File: config.mk
export PLATFORM = sky130hd
export DESIGN_NAME = control_sequencer_flat
export DESIGN_NICKNAME = d
export VERILOG_FILES = /design/src/rtl/control_sequencer_if.sv /design/src/rtl/control_sequencer.sv /design/src/flat_wrapper.sv
export SDC_FILE = /design/constraint.sdc
export NUM_CORES = 1
export LEC_CHECK = 0
export ABC_AREA = 1
export BUFFER_PORTS_ARGS = -buffer_cell sky130_fd_sc_hd__clkbuf_2
export CAP_MARGIN = 20
export CORE_AREA = 10 10 47 49
export DETAILED_ROUTE_END_ITERATION = 12
export DIE_AREA = 0 0 57 59
export PLACE_DENSITY = 0.67
export SLEW_MARGIN = 25
export SYNTH_ARGS = -nofsm -noshare
export SYNTH_HDL_FRONTEND = slang
export SYNTH_SLANG_ARGS = --single-unit
File: constraint.sdc
create_clock -name clk -period 1.95 [get_ports clk]
set_input_delay 0.39 -clock clk [delete_from_list [all_inputs] [get_ports clk]]
set_output_delay 0.39 -clock clk [all_outputs]
set_load 0.1 [all_outputs]
File: src/rtl/control_sequencer_if.sv
// Bundle between the control sequencer and the datapath: opcode and flags in,
// control strobes plus the tstate/halted state view out.
interface control_sequencer_if;
  logic [3:0] opcode;
  logic       carry_flag;
  logic       zero_flag;
  logic       pc_inc;
  logic       pc_en;
  logic       pc_ld;
  logic       mar_ld;
  logic       ram_en;
  logic       ram_we;
  logic       ir_ld;
  logic       ir_en;
  logic       a_ld;
  logic       a_en;
  logic       b_ld;
  logic       alu_en;
  logic       alu_sub;
  logic       flags_ld;
  logic       out_ld;
  logic       halted;
  logic [2:0] tstate;

  // No valid/ready here: strobes are level signals, valid for the whole cycle
  // and consumed by the datapath on the next rising clock edge.
  modport master (
    input  opcode, carry_flag, zero_flag,
    output pc_inc, pc_en, pc_ld, mar_ld, ram_en, ram_we, ir_ld, ir_en,
           a_ld, a_en, b_ld, alu_en, alu_sub, flags_ld, out_ld, halted, tstate
  );

  modport slave (
    output opcode, carry_flag, zero_flag,
    input  pc_inc, pc_en, pc_ld, mar_ld, ram_en, ram_we, ir_ld, ir_en,
           a_ld, a_en, b_ld, alu_en, alu_sub, flags_ld, out_ld, halted, tstate
  );
endinterface

File: src/rtl/control_sequencer.sv
// Six-T-state microcode sequencer for an 8-bit bus CPU: fetch in T0-T2,
// opcode/flag-dependent execute in T3-T5, sticky halt on HLT.
module control_sequencer (
  input  logic                  clk,
  input  logic                  rst,
  control_sequencer_if.master   bus
);
  typedef enum logic [2:0] {
    T0 = 3'd0, T1 = 3'd1, T2 = 3'd2, T3 = 3'd3, T4 = 3'd4, T5 = 3'd5
  } tstate_e;

  tstate_e state_q, state_d;
  logic    halted_q, halted_d;

  always_ff @(posedge clk or posedge rst) begin
    if (rst) begin
      state_q  <= T0;
      halted_q <= 1'b0;
    end else begin
      state_q  <= state_d;
      halted_q <= halted_d;
    end
  end

  // HLT freezes the counter on T3 rather than letting it advance.
  always_comb begin
    state_d  = state_q;
    halted_d = halted_q;
    if (!halted_q) begin
      case (state_q)
        T0: state_d = T1;
        T1: state_d = T2;
        T2: state_d = T3;
        T3: begin
          if (bus.opcode == 4'hF) halted_d = 1'b1;
          else                    state_d  = T4;
        end
        T4: state_d = T5;
        T5: state_d = T0;
        default: state_d = T0;
      endcase
    end
  end

  logic pc_inc, pc_en, pc_ld, mar_ld, ram_en, ram_we, ir_ld, ir_en;
  logic a_ld, a_en, b_ld, alu_en, alu_sub, flags_ld, out_ld;

  // Gating on rst makes controls drop the instant reset is raised.
  always_comb begin
    pc_inc = 1'b0; pc_en = 1'b0; pc_ld = 1'b0; mar_ld = 1'b0;
    ram_en = 1'b0; ram_we = 1'b0; ir_ld = 1'b0; ir_en = 1'b0;
    a_ld = 1'b0; a_en = 1'b0; b_ld = 1'b0; alu_en = 1'b0;
    alu_sub = 1'b0; flags_ld = 1'b0; out_ld = 1'b0;
    if (!rst && !halted_q) begin
      case (state_q)
        T0: begin pc_en = 1'b1; mar_ld = 1'b1; end
        T1: pc_inc = 1'b1;
        T2: begin ram_en = 1'b1; ir_ld = 1'b1; end
        T3: begin
          case (bus.opcode)
            4'h1, 4'h2, 4'h3, 4'h4: begin ir_en = 1'b1; mar_ld = 1'b1; end
            4'h5: begin ir_en = 1'b1; a_ld = 1'b1; end
            4'h6: begin ir_en = 1'b1; pc_ld = 1'b1; end
            4'h7: if (bus.carry_flag) begin ir_en = 1'b1; pc_ld = 1'b1; end
            4'h8: if (bus.zero_flag) begin ir_en = 1'b1; pc_ld = 1'b1; end
            4'hE: begin a_en = 1'b1; out_ld = 1'b1; end
            default: ;
          endcase
        end
        T4: begin
          case (bus.opcode)
            4'h1: begin ram_en = 1'b1; a_ld = 1'b1; end
            4'h2, 4'h3: begin ram_en = 1'b1; b_ld = 1'b1; end
            4'h4: begin a_en = 1'b1; ram_we = 1'b1; end
            default: ;
          endcase
        end
        T5: begin
          if (bus.opcode == 4'h2 || bus.opcode == 4'h3) begin
            alu_en   = 1'b1;
            a_ld     = 1'b1;
            flags_ld = 1'b1;
            alu_sub  = (bus.opcode == 4'h3);
          end
        end
        default: ;
      endcase
    end
  end

  assign bus.pc_inc   = pc_inc;
  assign bus.pc_en    = pc_en;
  assign bus.pc_ld    = pc_ld;
  assign bus.mar_ld   = mar_ld;
  assign bus.ram_en   = ram_en;
  assign bus.ram_we   = ram_we;
  assign bus.ir_ld    = ir_ld;
  assign bus.ir_en    = ir_en;
  assign bus.a_ld     = a_ld;
  assign bus.a_en     = a_en;
  assign bus.b_ld     = b_ld;
  assign bus.alu_en   = alu_en;
  assign bus.alu_sub  = alu_sub;
  assign bus.flags_ld = flags_ld;
  assign bus.out_ld   = out_ld;
  assign bus.halted   = halted_q;
  assign bus.tstate   = state_q;
endmodule

File: src/flat_wrapper.sv
// flat-port wrapper written by rule: the top's interface ports become plain ports
module control_sequencer_flat 
  (clk, rst, bus_opcode, bus_carry_flag, bus_zero_flag, bus_pc_inc, bus_pc_en, bus_pc_ld, bus_mar_ld, bus_ram_en, bus_ram_we, bus_ir_ld, bus_ir_en, bus_a_ld, bus_a_en, bus_b_ld, bus_alu_en, bus_alu_sub, bus_flags_ld, bus_out_ld, bus_halted, bus_tstate);
  control_sequencer_if bus_i ();
  input  logic clk;
  input  logic rst;
  input wire logic [$bits(bus_i.opcode)-1:0] bus_opcode;
  input wire logic [$bits(bus_i.carry_flag)-1:0] bus_carry_flag;
  input wire logic [$bits(bus_i.zero_flag)-1:0] bus_zero_flag;
  output wire logic [$bits(bus_i.pc_inc)-1:0] bus_pc_inc;
  output wire logic [$bits(bus_i.pc_en)-1:0] bus_pc_en;
  output wire logic [$bits(bus_i.pc_ld)-1:0] bus_pc_ld;
  output wire logic [$bits(bus_i.mar_ld)-1:0] bus_mar_ld;
  output wire logic [$bits(bus_i.ram_en)-1:0] bus_ram_en;
  output wire logic [$bits(bus_i.ram_we)-1:0] bus_ram_we;
  output wire logic [$bits(bus_i.ir_ld)-1:0] bus_ir_ld;
  output wire logic [$bits(bus_i.ir_en)-1:0] bus_ir_en;
  output wire logic [$bits(bus_i.a_ld)-1:0] bus_a_ld;
  output wire logic [$bits(bus_i.a_en)-1:0] bus_a_en;
  output wire logic [$bits(bus_i.b_ld)-1:0] bus_b_ld;
  output wire logic [$bits(bus_i.alu_en)-1:0] bus_alu_en;
  output wire logic [$bits(bus_i.alu_sub)-1:0] bus_alu_sub;
  output wire logic [$bits(bus_i.flags_ld)-1:0] bus_flags_ld;
  output wire logic [$bits(bus_i.out_ld)-1:0] bus_out_ld;
  output wire logic [$bits(bus_i.halted)-1:0] bus_halted;
  output wire logic [$bits(bus_i.tstate)-1:0] bus_tstate;
  assign bus_i.opcode = bus_opcode;
  assign bus_i.carry_flag = bus_carry_flag;
  assign bus_i.zero_flag = bus_zero_flag;
  assign bus_pc_inc = bus_i.pc_inc;
  assign bus_pc_en = bus_i.pc_en;
  assign bus_pc_ld = bus_i.pc_ld;
  assign bus_mar_ld = bus_i.mar_ld;
  assign bus_ram_en = bus_i.ram_en;
  assign bus_ram_we = bus_i.ram_we;
  assign bus_ir_ld = bus_i.ir_ld;
  assign bus_ir_en = bus_i.ir_en;
  assign bus_a_ld = bus_i.a_ld;
  assign bus_a_en = bus_i.a_en;
  assign bus_b_ld = bus_i.b_ld;
  assign bus_alu_en = bus_i.alu_en;
  assign bus_alu_sub = bus_i.alu_sub;
  assign bus_flags_ld = bus_i.flags_ld;
  assign bus_out_ld = bus_i.out_ld;
  assign bus_halted = bus_i.halted;
  assign bus_tstate = bus_i.tstate;
  control_sequencer u_core (.clk(clk), .rst(rst), .bus(bus_i));
endmodule
# Word level (Yosys, flattened, before mapping)
# Index checks and enable logic that the tools add are counted.
word_totals:
  ff_bits: 4
  in_bits: 8
  output_inout_bits: 19
  elab_cells: 75
classes:
  eq_ne: 16
  mux: 46
  bitwise: 1
  reduce_logical: 10
op_table:
  columns: ["cell", "count"]
  rows:
  - ["$mux W1", 38]
  - ["$eq A4 B3 Y1 const B", 4]
  - ["$pmux W3 S5", 1]
  - ["$eq A4 B4 Y1 const B", 3]
  - ["$pmux W1 S3", 3]
  - ["$eq A4 B2 Y1 const B", 2]
  - ["$eq A3 B2 Y1 const B", 2]
  - ["$eq A3 B3 Y1 const B", 2]
  - ["$pmux W1 S2", 3]
  - ["$reduce_or A6 Y1", 1]
  - ["$eq A4 B1 Y1 const B", 1]
  - ["$reduce_or A4 Y1", 1]
  - ["$eq A3 B1 Y1 const B", 1]
  - ["$logic_not A3 Y1", 1]
  - ["$mux W3", 1]
  - ["$reduce_or A3 Y1", 1]
  - ["$logic_not A1 Y1", 2]
  - ["$ne A2 B2 Y1 const B", 1]
  - ["$reduce_and A2 Y1", 1]
  - ["$reduce_or A2 Y1", 1]
  - ["$logic_and A1 B1 Y1", 1]
  - ["$logic_or A1 B1 Y1", 1]
  - ["$not A1 Y1", 1]

# Longest topological paths before layout
# Gate-level depths: netlist of the first run.
depth:
  depth_word: 5
  mapped_depth: 7
  ltp_nobuf: 7

# Worst setup path after synthesis of the first run
# No wires, ideal clock.
synth_timing:
  path_kind: "flip-flop to output port"
  start: "register u_core.state_q[0] (netlist: u_core.bus.tstate[0])"
  end: "output port bus_alu_sub"
  arrival_time_ns: 3.353
  setup_slack_ns: -1.793
  stages_incl_launch_ff: 5
  cell_sequence: "dfrtp_1 -> nand2_1 -> nor2_1 -> nand2_1 -> nor3_1"
synth_via:
  elab_chain_len: 3
synth_rtl:
  columns: ["element", "line_no", "text"]
  rows:
  - ["start: declaration", "control_sequencer.sv:12", "tstate_e state_q, state_d;"]
  - ["start signal: assignment", "control_sequencer.sv:20", "state_q <= state_d;"]
  - ["$eq A3 B3 Y1", "control_sequencer.sv:55", "case (state_q)"]
  - ["$mux W1", "control_sequencer.sv:55", null]
  - ["$mux W1", "control_sequencer.sv:54", "if (!rst && !halted_q) begin"]
  - ["end: declaration", "flat_wrapper.sv:22", "output wire logic [$bits(bus_i.alu_sub)-1:0] bus_alu_sub;"]
# No other way between the ends.

# Final worst setup path of the first run
layout_timing:
  start: "register u_core.state_q[0] (netlist: u_core.bus.tstate[0])"
  end: "output port bus_b_ld"
layout_via:
  elab_chain_len: 3
layout_rtl:
  columns: ["element", "line_no", "text"]
  rows:
  - ["$eq A3 B3 Y1", "control_sequencer.sv:55", null]
  - ["$mux W1", "control_sequencer.sv:55", null]
  - ["$mux W1", "control_sequencer.sv:54", null]
  - ["end: declaration", "flat_wrapper.sv:20", "output wire logic [$bits(bus_i.b_ld)-1:0] bus_b_ld;"]
# No other way between the ends.

==> results.md, run 1 <==
* Status: finished clean
* Drt drc at 0
* #FFs+latches synth at 4
* Req. time, crit path at 1.56 ns
* Initial antenna violation count at 0
* Mux cell area share after synthesis at 0
* DRT iter0 DRCs at 15
* FF/Latch Area at 115 um2
* Reg2Reg Setup Slack at 0.74 ns
* Rel. slew slack at 0.635
* Syn_area_per_cell at 6.07 um2
* Comb pwr share at 0.188
* Sink Count at 4
* Simple-Gate Fraction of Synth Area at 0.576
* Final Setup Violations at 0
* Largest net degree at the start of global routing at 8
* CP max FO at 6
* Crit. End Element: output pin
* Critical path class: register to output pin
* ANT nets after route at 0
* Final net count at 134
* Max-cap violations at 0
* NetSw at 0.0000575 W
* Synth warn at 0
* CTS tree: built
* Hold Path Class: input port to asynchronous set/reset pin
* Leakage power at 0.511 nW
* Cell Rows at 14
* WL final at 1970 um
* Post-synthesis cell area at 528 um2
* H-tree lvl count at 1
* Area of the multi-input gates at 462 um2
* Root buf cell: clkbuf_4
* Sw frac at 0.259
* Vias in the first global route at 731
* Sequence of cells on the critical path: nor3_4 > nand2_4 > nor3_4 > buf_12
* Post-synth net total at 95
* # diodes at 0
* Post-Synth XOR/XNOR Area at 0
* Syn Inst Count at 87
* I/O pin total at 27
* I/O Buffers at 26
* Post-synthesis sequential area ratio at 0.190
* Gp weighted congestion at 0.742
* Hold Vio Cnt, Final at 0
* RSZ-0062 raised after global routing: yes
* Peak supply drop at 291 uV
* Worst-path clk slew at 0.04 ns
* Worst-case clock buffer depth at 2
* Worst setup SP type: register
* Clk_lat worst skew at 0.23 ns
* Die W at 57 um
* Die height at 59 um
* Final period utilization at 0.996
* Cts bufs inserted at 3
* F_max at 515 MHz
* Sequential Power Share at 0.376
* Layout cells sized above 1 at 0.613
* Fill count at 102
* Worst path arrival time at 1.55 ns
* Largest family of logic cells by synthesized area: simple AND/OR/NAND/NOR gates
* Worst Skew at 0.00180 ns
* Clk pwr share at 0.436
* Via density at 5.16
* Worst path slowest cell: dfrtp_4
* Die Area at 3360 um2
* GRT overflow at 0
* Post-synthesis compound-gate area fraction at 0.107
* DR vias at 723
* Placed wire-length estimate at 1580 um
* Tightest Pin Transition at 0.550 ns
* Area delta synth->final at 111%
* P_int at 0.000165 W
* Initial DRT Pass Iterations at 4
* GRT Util Overall at 0.108
* Starting Density at 0.377
* Yosys cell types at 19
* Routed len/inst at 14.1 um
* Crit-path most repeated cell: nor3_4
* First-pass GRT wire length at 3110 um
* Adder-cell share of the synthesized area at 0
* Setup tns final at 0 ns
* Pins Over Slew Limit at 0
* Critical Path Max Stage Delay at 0.51 ns
* Pwr dens at 199 nW/um2
* Core area at 1400 um2
* Fin Hold WS at 0.0613 ns
* Final Critical Period at 1.94 ns
power groups by stage:
stage | logic (W) | registers (W) | clock network (W)
floorplan | 0.0000243 | 0.0000847 | 0
global placement | 0.0000382 | 0.0000847 | 0
detailed placement | 0.0000402 | 0.0000847 | 0
CTS | 0.0000404 | 0.0000835 | 0.000101
global route | 0.0000458 | 0.0000834 | 0.000105
finish | 0.0000418 | 0.0000835 | 0.0000967
metrics by stage:
| step | util | power [W] | std cells | instance area [um2] | worst slack, ns |
|---|---|---|---|---|---|
| after floorplan | - | 0.000109 | 87 | 647 | -0.333 |
| after global placement | 0.715 | 0.000123 | 128 | 1000 | 0.130 |
| after detailed placement | 0.715 | 0.000125 | 128 | 1000 | 0.0800 |
| after CTS | 0.754 | 0.000225 | 134 | 1060 | -0.000838 |
| after global routing | 0.796 | 0.000234 | 140 | 1120 | -0.0628 |
| final | 0.796 | 0.000222 | 140 | 1120 | 0.00754 |
worst paths after layout:
kind / start / end / depth (start not counted)
min in group clk: bus_opcode[2] / u_core.bus.halted / 5
min reg2reg: u_core.bus.tstate[2] / u_core.bus.tstate[2] / 2
max in group asynchronous: rst / u_core.bus.tstate[1] / 2
min: rst / u_core.bus.tstate[2] / 2
max reg2reg: u_core.bus.tstate[1] / u_core.bus.tstate[0] / 7
max: u_core.bus.tstate[0] / bus_b_ld / 4
timing repair:
item / in CTS / in global routing
gates cloned: 0 / 0
resized for setup: 2 / 4
pin swaps: 5 / 5
hold buffers: 0 / 0
setup buffers: 3 / 6
endpoints found under the setup margin: 7 / 8
cells by family after synthesis:
family                 count (synthesis)
flip-flops                             4
buffers and inverters                 17
AO/OA/AOI/OAI                          6
AND/OR/NAND/NOR                       60
cell usage after synthesis (all sizes together):
| cell | count | share of area |
|---|---|---|
| buf | 1 | 0.014 |
| a21oi | 1 | 0.017 |
| o22ai | 2 | 0.047 |
| nand4 | 2 | 0.024 |
| nor3 | 3 | 0.047 |
| nor2 | 18 | 0.17 |
| nand2 | 27 | 0.24 |
| inv | 16 | 0.11 |
| dfrtp | 4 | 0.19 |
| nand3 | 9 | 0.085 |
| o21ai | 3 | 0.043 |
| nand3b | 1 | 0.014 |
worst max-delay path: cells and delay by family, from the launching register on:
| family | cells | cell delay [ns] |
|---|---|---|
| and+or+nand+nor | 3 | 0.61 |
| buffers and inverters | 1 | 0.20 |
| DFF | 1 | 0.51 |
final cells by class:
class | count | area share
well taps | 16 | 0.0179
multi-input cells | 66 | 0.414
repair buffers | 35 | 0.379
inverters | 16 | 0.0661
flip-flops and latches | 4 | 0.103
clock buffers | 3 | 0.0202
registers in the layout (all words and copies together), names as in the netlist:
signal             count
u_core.bus.halted      1
u_core.bus.tstate      3
per-layer routing:
| layer | global-route usage | vias to the layer above | part of all wire |
|---|---|---|---|
| met5 | 0 | - | 0 |
| met4 | 0.0403 | 0 | 0.0096 |
| met3 | 0.0236 | 6 | 0.062 |
| met2 | 0.223 | 33 | 0.59 |
| met1 | 0.0996 | 336 | 0.33 |
| li1 | - | 348 | - |
cells in the final DEF (no fill, tap or decap):
cell type / synthesis / routed
dfrtp_4: 0 / 4
inv_4: 0 / 1
nor2_1: 14 / 7
inv_1: 13 / 10
nor3_4: 0 / 3
nand2_2: 4 / 4
o21ai_2: 2 / 2
nand2_1: 21 / 19
buf_12: 0 / 15
o22ai_4: 0 / 2
nand3b_1: 1 / 1
buf_4: 1 / 9
clkinvlp_4: 0 / 3
clkbuf_4: 0 / 3
nor2_4: 2 / 7
nand3_1: 9 / 8
nor2_2: 2 / 4
inv_2: 3 / 2
nand3_2: 0 / 1
a21oi_2: 1 / 1
nand2_4: 2 / 4
nand4_1: 2 / 2
clkbuf_2: 0 / 11
o21ai_0: 1 / 1
(Power assumes the default switching activity.)
==> run 2, diff against run 1 <==
ABC_AREA = default   (was 1)
PLACE_DENSITY = 0.7   (was 0.67)
==> results.md, run 2 <==
* RSZ-0062 raised after global routing: yes
* Synth top area share at 0.176 (-0.0134)
* Max reg flops at 3 (unchanged)
* Worst Slack Setup Final at -0.311 ns (-0.318 ns)
* Die W at 57 um (unchanged)
* Synth warn at 0 (unchanged)
* Fraction of registers with async set/reset at 1.00 (unchanged)
* Worst-case clock buffer depth at 2 (unchanged)
* Comb pwr share at 0.808 (+0.620)
* Peak supply drop at 1260 uV (+330%)
* DR vias at 854 (+18%)
* Routed len/inst at 26.3 um (+87%)
* Via density at 6.37 (+23%)
* Placed Area at 1240 um2 (+23%)
* Fill count at 34 (-67%)
* Final period utilization at 1.16 (+0.163)
* Worst Skew at 0.00699 ns (+0.00519 ns)
* Syn Inst Count at 73 (-16%)
* CP max FO at 6 (unchanged)
* Placed wire-length estimate at 1800 um (+14%)
* Sw frac at 0.615 (+0.357)
* Worst-path clk slew at 0.05 ns (about the same)
* # diodes at 0 (unchanged)
* Largest net degree at the start of global routing at 11 (+3)
* #FFs+latches synth at 4 (unchanged)
* Post-route cell area at 1340 um2 (+20%)
* EDFF count, synth at 0 (unchanged)
* Failing checks: negative setup slack
* CTS tree: built
* Drt drc at 0 (unchanged)
* Max-cap violations at 0 (unchanged)
* Cell Rows at 14 (unchanged)
* Most frequent cell after synthesis: nor2_1
* F_max at 442 MHz (-14%)
* First-pass GRT wire length at 4840 um (+56%)
* NetSw at 0.00114 W (+1900%)
* Initial antenna violation count at 0 (unchanged)
* Critical path class: register to output pin
* WL final at 3530 um (+79%)
* Hold Path Class: input port to asynchronous set/reset pin
* Clk_lat worst skew at 0.24 ns (about the same)
* Worst path slowest cell: dfrtp_4
* Rel. slew slack at 0.609 (-0.0262)
* Placed Cells at 126 (-1.6%)
* Req. time, crit path at 1.56 ns (about the same)
* GRT Util Overall at 0.180 (+0.0713)
* Cell taking the most area after synthesis: dfrtp_1
* I/O Buffers at 26 (unchanged)
* Post-synth net total at 81 (-15%)
* P_int at 0.000713 W (+330%)
* Clk pwr share at 0.060 (-0.376)
* Hold Vio Cnt, Final at 0 (unchanged)
* I/O pin total at 27 (unchanged)
* Worst path arrival time at 1.87 ns (+0.32 ns)
* Post-synthesis sequential area ratio at 0.176 (-0.0134)
* Layout cells sized above 1 at 0.720 (+0.107)
* Bufs and invs on worst path at 1 (unchanged)
* Initial DRT Pass Iterations at 4 (unchanged)
* Core area at 1400 um2 (unchanged)
* Root buf cell: clkbuf_4
* Main flop type after synthesis: dfrtp_1
* ANT nets after route at 0 (unchanged)
* Starting Density at 0.405 (+0.0286)
* Syn_area_per_cell at 7.78 um2 (+28%)
* DRT iter0 DRCs at 54 (+39)
* Critical Path Max Stage Delay at 0.52 ns (about the same)
* Final Critical Period at 2.26 ns (+0.318 ns)
* GRT overflow at 0 (unchanged)
* Worst setup SP type: register
* Sequential Power Share at 0.132 (-0.244)
* Sequence of cells on the critical path: nor4bb_4 > nand2_2 > a2111oi_4 > buf_12
* Vias in the first global route at 874 (+20%)
* H-tree lvl count at 1 (unchanged)
* Leakage power at 0.522 nW (+2.2%)
* Commonest non-fill, non-tap cells in the layout: buf_4 (21), buf_12 (15), clkbuf_2 (11)
* Commonest non-fill, non-tap cell in the layout: buf_4
* Post-synth top cells: nor2_1 (8), nand2_1 (7), buf_4 (4), dfrtp_1 (4)
* Gp weighted congestion at 0.798 (+7.6%)
* Pwr dens at 1390 nW/um2 (+600%)
* Cts bufs inserted at 3 (unchanged)
* Sink Count at 4 (unchanged)
* Post-synthesis cell area at 568 um2 (+7.6%)
* Post-Layout Cell Count at 134 (-4.3%)
* Die Area at 3360 um2 (unchanged)
* Die height at 59 um (unchanged)
* Yosys cell types at 37 (+18)
* Delay-heaviest family, CP: flip-flops
* Area contributors post-synth: dfrtp_1 (18%), buf_4 (5.3%), nor2_1 (5.3%), nand2_1 (4.6%), nand4b_1 (4.6%)
* Status: complete, but fails checks
* Final net count at 128 (-4.5%)
* Pins Over Slew Limit at 0 (unchanged)
* Tightest Pin Transition at 0.590 ns (+0.0394 ns)
* Final Setup Violations at 12 (+12)
* Area delta synth->final at 136%
* Fin Hold WS at 0.242 ns (+0.180 ns)
* Crit. End Element: output pin
[run 2: layer usage]
| layer | part of all wire | track usage |
|---|---|---|
| met2 | 0.50 | 0.301 |
| met1 | 0.35 | 0.203 |
| met3 | 0.096 | 0.0536 |
| met4 | 0.049 | 0.0872 |
| met5 | 0 | 0 |
[run 2: per-stage QoR]
stage	utilization	TNS, ns	setup slack (ns)	power, W
4_1_cts	0.943	-1.34	-0.257	0.00173
3_5_place_dp	0.883	-0.115	-0.0565	0.00153
6_report	0.955	-2.41	-0.311	0.00185
3_3_place_gp	0.883	0	0.00218	0.00149
2_1_floorplan	-	-5.90	-0.782	0.00122
5_1_grt	0.955	-3.21	-0.385	0.00192
[run 2: final timing paths]
kind	startpoint	slack (ns)	depth (start not counted)	to
max in group asynchronous	rst	1.51	3	u_core.bus.tstate[1]
worst max register to register	u_core.bus.tstate[1]	0.51	5	u_core.bus.tstate[2]
min in group clk	bus_opcode[3]	0.68	3	u_core.bus.halted
worst max-delay path	u_core.bus.tstate[1]	-0.31	4	bus_a_ld
worst min register to register	u_core.bus.halted	0.79	2	u_core.bus.tstate[2]
worst min-delay path	rst	0.24	3	u_core.bus.tstate[0]
[run 2: worst reg2reg max path, stage by stage, from the launching register on]
cell and delay (ns):
dfrtp_4 0.48, buf_4 0.14, nor2_1 0.06, buf_4 0.16, o21ai_0 0.30, o21ai_0 0.17
[run 2: power groups by stage]
stage | sequential [W] | clock [W] | combinational [W]
6_report | 0.000245 | 0.000111 | 0.00150
2_1_floorplan | 0.000484 | 0 | 0.000740
3_5_place_dp | 0.000256 | 0 | 0.00127
4_1_cts | 0.000232 | 0.000102 | 0.00139
5_1_grt | 0.000250 | 0.000117 | 0.00155
3_3_place_gp | 0.000243 | 0 | 0.00125
[run 2: kinds of logic (layout without fill, tap and decap cells)]
kind of cell,after synthesis,in the layout,share of synthesized area
AND/OR/NAND/NOR,40,40,0.438
AO/OA/AOI/OAI,17,17,0.227
buffers and inverters,10,55,0.126
flip-flops,4,4,0.176
XOR/XNOR,1,1,0.0154
multiplexers,1,1,0.0176
[run 2: area by class of cell]
cell class              instances  area (um2)  share of cell area
repair buffers                 51         558               0.417
flip-flops and latches          4         115              0.0860
inverters                       1        3.75             0.00280
well taps                      16        20.0              0.0150
clock buffers                   3        22.5              0.0168
multi-input cells              59         619               0.463
[run 2: timing repair]
item,4_1_cts,5_1_grt
gates resized for setup,6,6
pin swaps,10,3
hold endpoints to repair,0,0
hold buffers,0,0
setup endpoints to repair,13,14
buffers inserted,5,1
cloned,0,0
==> run 3, diff against run 2 <==
==> constraint.sdc (replaced) <==
create_clock -name clk -period 2.1 [get_ports clk]
set_input_delay 0.315 -clock clk [delete_from_list [all_inputs] [get_ports clk]]
set_output_delay 0.315 -clock clk [all_outputs]
set_load 0.1 [all_outputs]
==> results.md, run 3 (synthesis gave the netlist of run 2 again) <==
* Met2 wire length at 1120 um (-37%)
* Placed Area at 1130 um2 (-8.7%)
* Rel. slew slack at 0.635 (+0.0265)
* Sink Count at 4 (unchanged)
* Pins Over Slew Limit at 0 (unchanged)
* First-pass GRT wire length at 3460 um (-28%)
* Reg2Reg Setup Slack at 0.94 ns (+0.43 ns)
* CP max FO at 7 (+1)
* Fill count at 81 (+140%)
* Worst-case clock buffer depth at 2 (unchanged)
* Placed wire-length estimate at 1690 um (-6.5%)
* Sequence of cells on the critical path: and4b_1 > o211ai_2 > a2111oi_4 > buf_12
* F_max at 475 MHz
* Initial DRT Pass Iterations at 4 (unchanged)
* Setup WS pre-CTS at 0.152 ns (+0.209 ns)
* Final period utilization at 1.00
* Die height at 59 um (unchanged)
* Crit. End Element: output pin
* Fin Hold WS at 0.0517 ns (-0.190 ns)
* Hold Vio Cnt, Final at 0 (unchanged)
* Worst Setup SP: u_core.bus.tstate[2]
* Commonest non-fill, non-tap cells in the layout: buf_12 (14), buf_4 (14), clkbuf_2 (11)
* Die Area at 3360 um2 (unchanged)
* Status: complete, but fails checks
* Cell Rows at 14 (unchanged)
* End of the critical path: bus_a_ld
* Hold Path Class: input port to asynchronous set/reset pin
* Starting Density at 0.405 (unchanged)
* Vias in the first global route at 729 (-17%)
* Final Setup Violations at 1 (-11)
* GRT Util Overall at 0.123 (-0.0570)
* Die W at 57 um (unchanged)
* Wl on met1 at 760 um (-39%)
* Gp weighted congestion at 0.780 (-2.3%)
* Worst path arrival time at 1.79 ns (-0.08 ns)
* Area delta synth->final at 111%
* Peak supply drop at 1100 uV (-13%)
* WL final at 2030 um (-42%)
* Tightest Pin Transition at 0.550 ns (-0.0399 ns)
* DR vias at 695 (-19%)
* Leakage power at 0.444 nW (-15%)
* H-tree lvl count at 1 (unchanged)
* Worst setup SP type: register
* I/O pin total at 27 (unchanged)
* Cts bufs inserted at 3 (unchanged)
* Worst path slowest cell: dfrtp_4
* Layout cells sized above 1 at 0.660 (-0.0600)
* Core area at 1400 um2 (unchanged)
* Post-route cell area at 1200 um2 (-10%)
* Worst r2r path cells at 4 (-1)
* Critical path class: register to output pin
* GRT overflow at 0 (unchanged)
* I/O Buffers at 26 (unchanged)
* Critical R2R Launch: u_core.bus.tstate[1]
* Drt drc at 0 (unchanged)
* Final Critical Period at 2.11 ns
* Max reg flops at 3 (unchanged)
* Max Used Layer: met4
* Pwr dens at 1230 nW/um2 (-11%)
* Via density at 5.70 (-11%)
* Largest net degree at the start of global routing at 12 (+1)
* Req. time, crit path at 1.78 ns (+0.22 ns)
* Worst Skew at 0.00734 ns (+0.000346 ns)
* Critical Path Max Stage Delay at 0.52 ns (about the same)
* ANT nets after route at 0 (unchanged)
* CTS tree: built
* Clk_lat worst skew at 0.23 ns (about the same)
* Setup tns final at -0.00657 ns (+2.40 ns)
* Crit Reg-Reg Endpoint: u_core.bus.tstate[0]
* Max-cap violations at 0 (unchanged)
* DRT iter0 DRCs at 7 (-87%)
* Post-CTS Hold Fix Bufs at 0 (unchanged)
* Failing checks: negative setup slack
* Root buf cell: clkbuf_4
* DR WL met3 at 138 um (-59%)
* Final net count at 116 (-9.4%)
* Worst Slack Setup Final at -0.00657 ns (+0.304 ns)
* Initial antenna violation count at 0 (unchanged)
* Routed len/inst at 16.7 um (-37%)
* Worst-path clk slew at 0.04 ns (about the same)
* # diodes at 0 (unchanged)
* RSZ-0062 raised after global routing: yes
run 3: changes by cell type in the layout (fill, tap and decap cells not counted), moves of 2 or more:
cell / before / now
buf_4: 21 / 14
buf_6: 4 / 0
nand2_1: 3 / 6
nand2_4: 2 / 0
run 3: per-layer routing:
metal / global-route usage / vias to the layer above
li1: - / 336
met1: 0.138 / 336
met2: 0.220 / 21
met3: 0.0429 / 2
met4: 0.0201 / 0
met5: 0 / -
run 3: how the worst min path moves through the flow:
stage | startpoint | cells after the start | end
floorplan | rst | 1 | u_core.bus.halted
global placement | rst | 2 | u_core.bus.tstate[1]
detailed placement | rst | 2 | u_core.bus.tstate[1]
CTS | rst | 2 | u_core.bus.tstate[1]
global route | rst | 2 | u_core.bus.tstate[1]
finish | rst | 2 | u_core.bus.tstate[1]
run 3: cell type report:
type / count / area, um2 / area share
tap: 16 / 20.0 / 0.0167
clock buffer: 3 / 22.5 / 0.0188
timing repair buffer: 39 / 440 / 0.367
inverter: 1 / 3.75 / 0.00313
sequential: 4 / 115 / 0.0959
multi-input combinational: 59 / 598 / 0.498
run 3: critical path: cells and delay by family, from the launching register on:
family	cells	cell delay, ns
and+or+nand+nor	1	0.29
buffers and inverters	1	0.22
AOI/OAI and AO/OA	2	0.54
DFF	1	0.52
run 3: through the flow:
step           total power [W]  std cells  utilization
2_1_floorplan          0.00113         73            -
3_3_place_gp           0.00130        114        0.806
3_5_place_dp           0.00132        114        0.806
4_1_cts                0.00147        121        0.847
5_1_grt                0.00156        122        0.856
6_report               0.00148        122        0.856
run 3: what timing repair did:
item / in CTS / in global routing
setup buffers: 4 / 1
endpoints found under the setup margin: 2 / 4
pin swaps: 3 / 1
gates resized for setup: 1 / 1
run 3: where the power goes:
part           switching (W)  leakage [nW]  internal [W]
clock network      0.0000276        0.0138     0.0000636
registers          0.0000839        0.0443      0.000140
logic               0.000792         0.386      0.000373
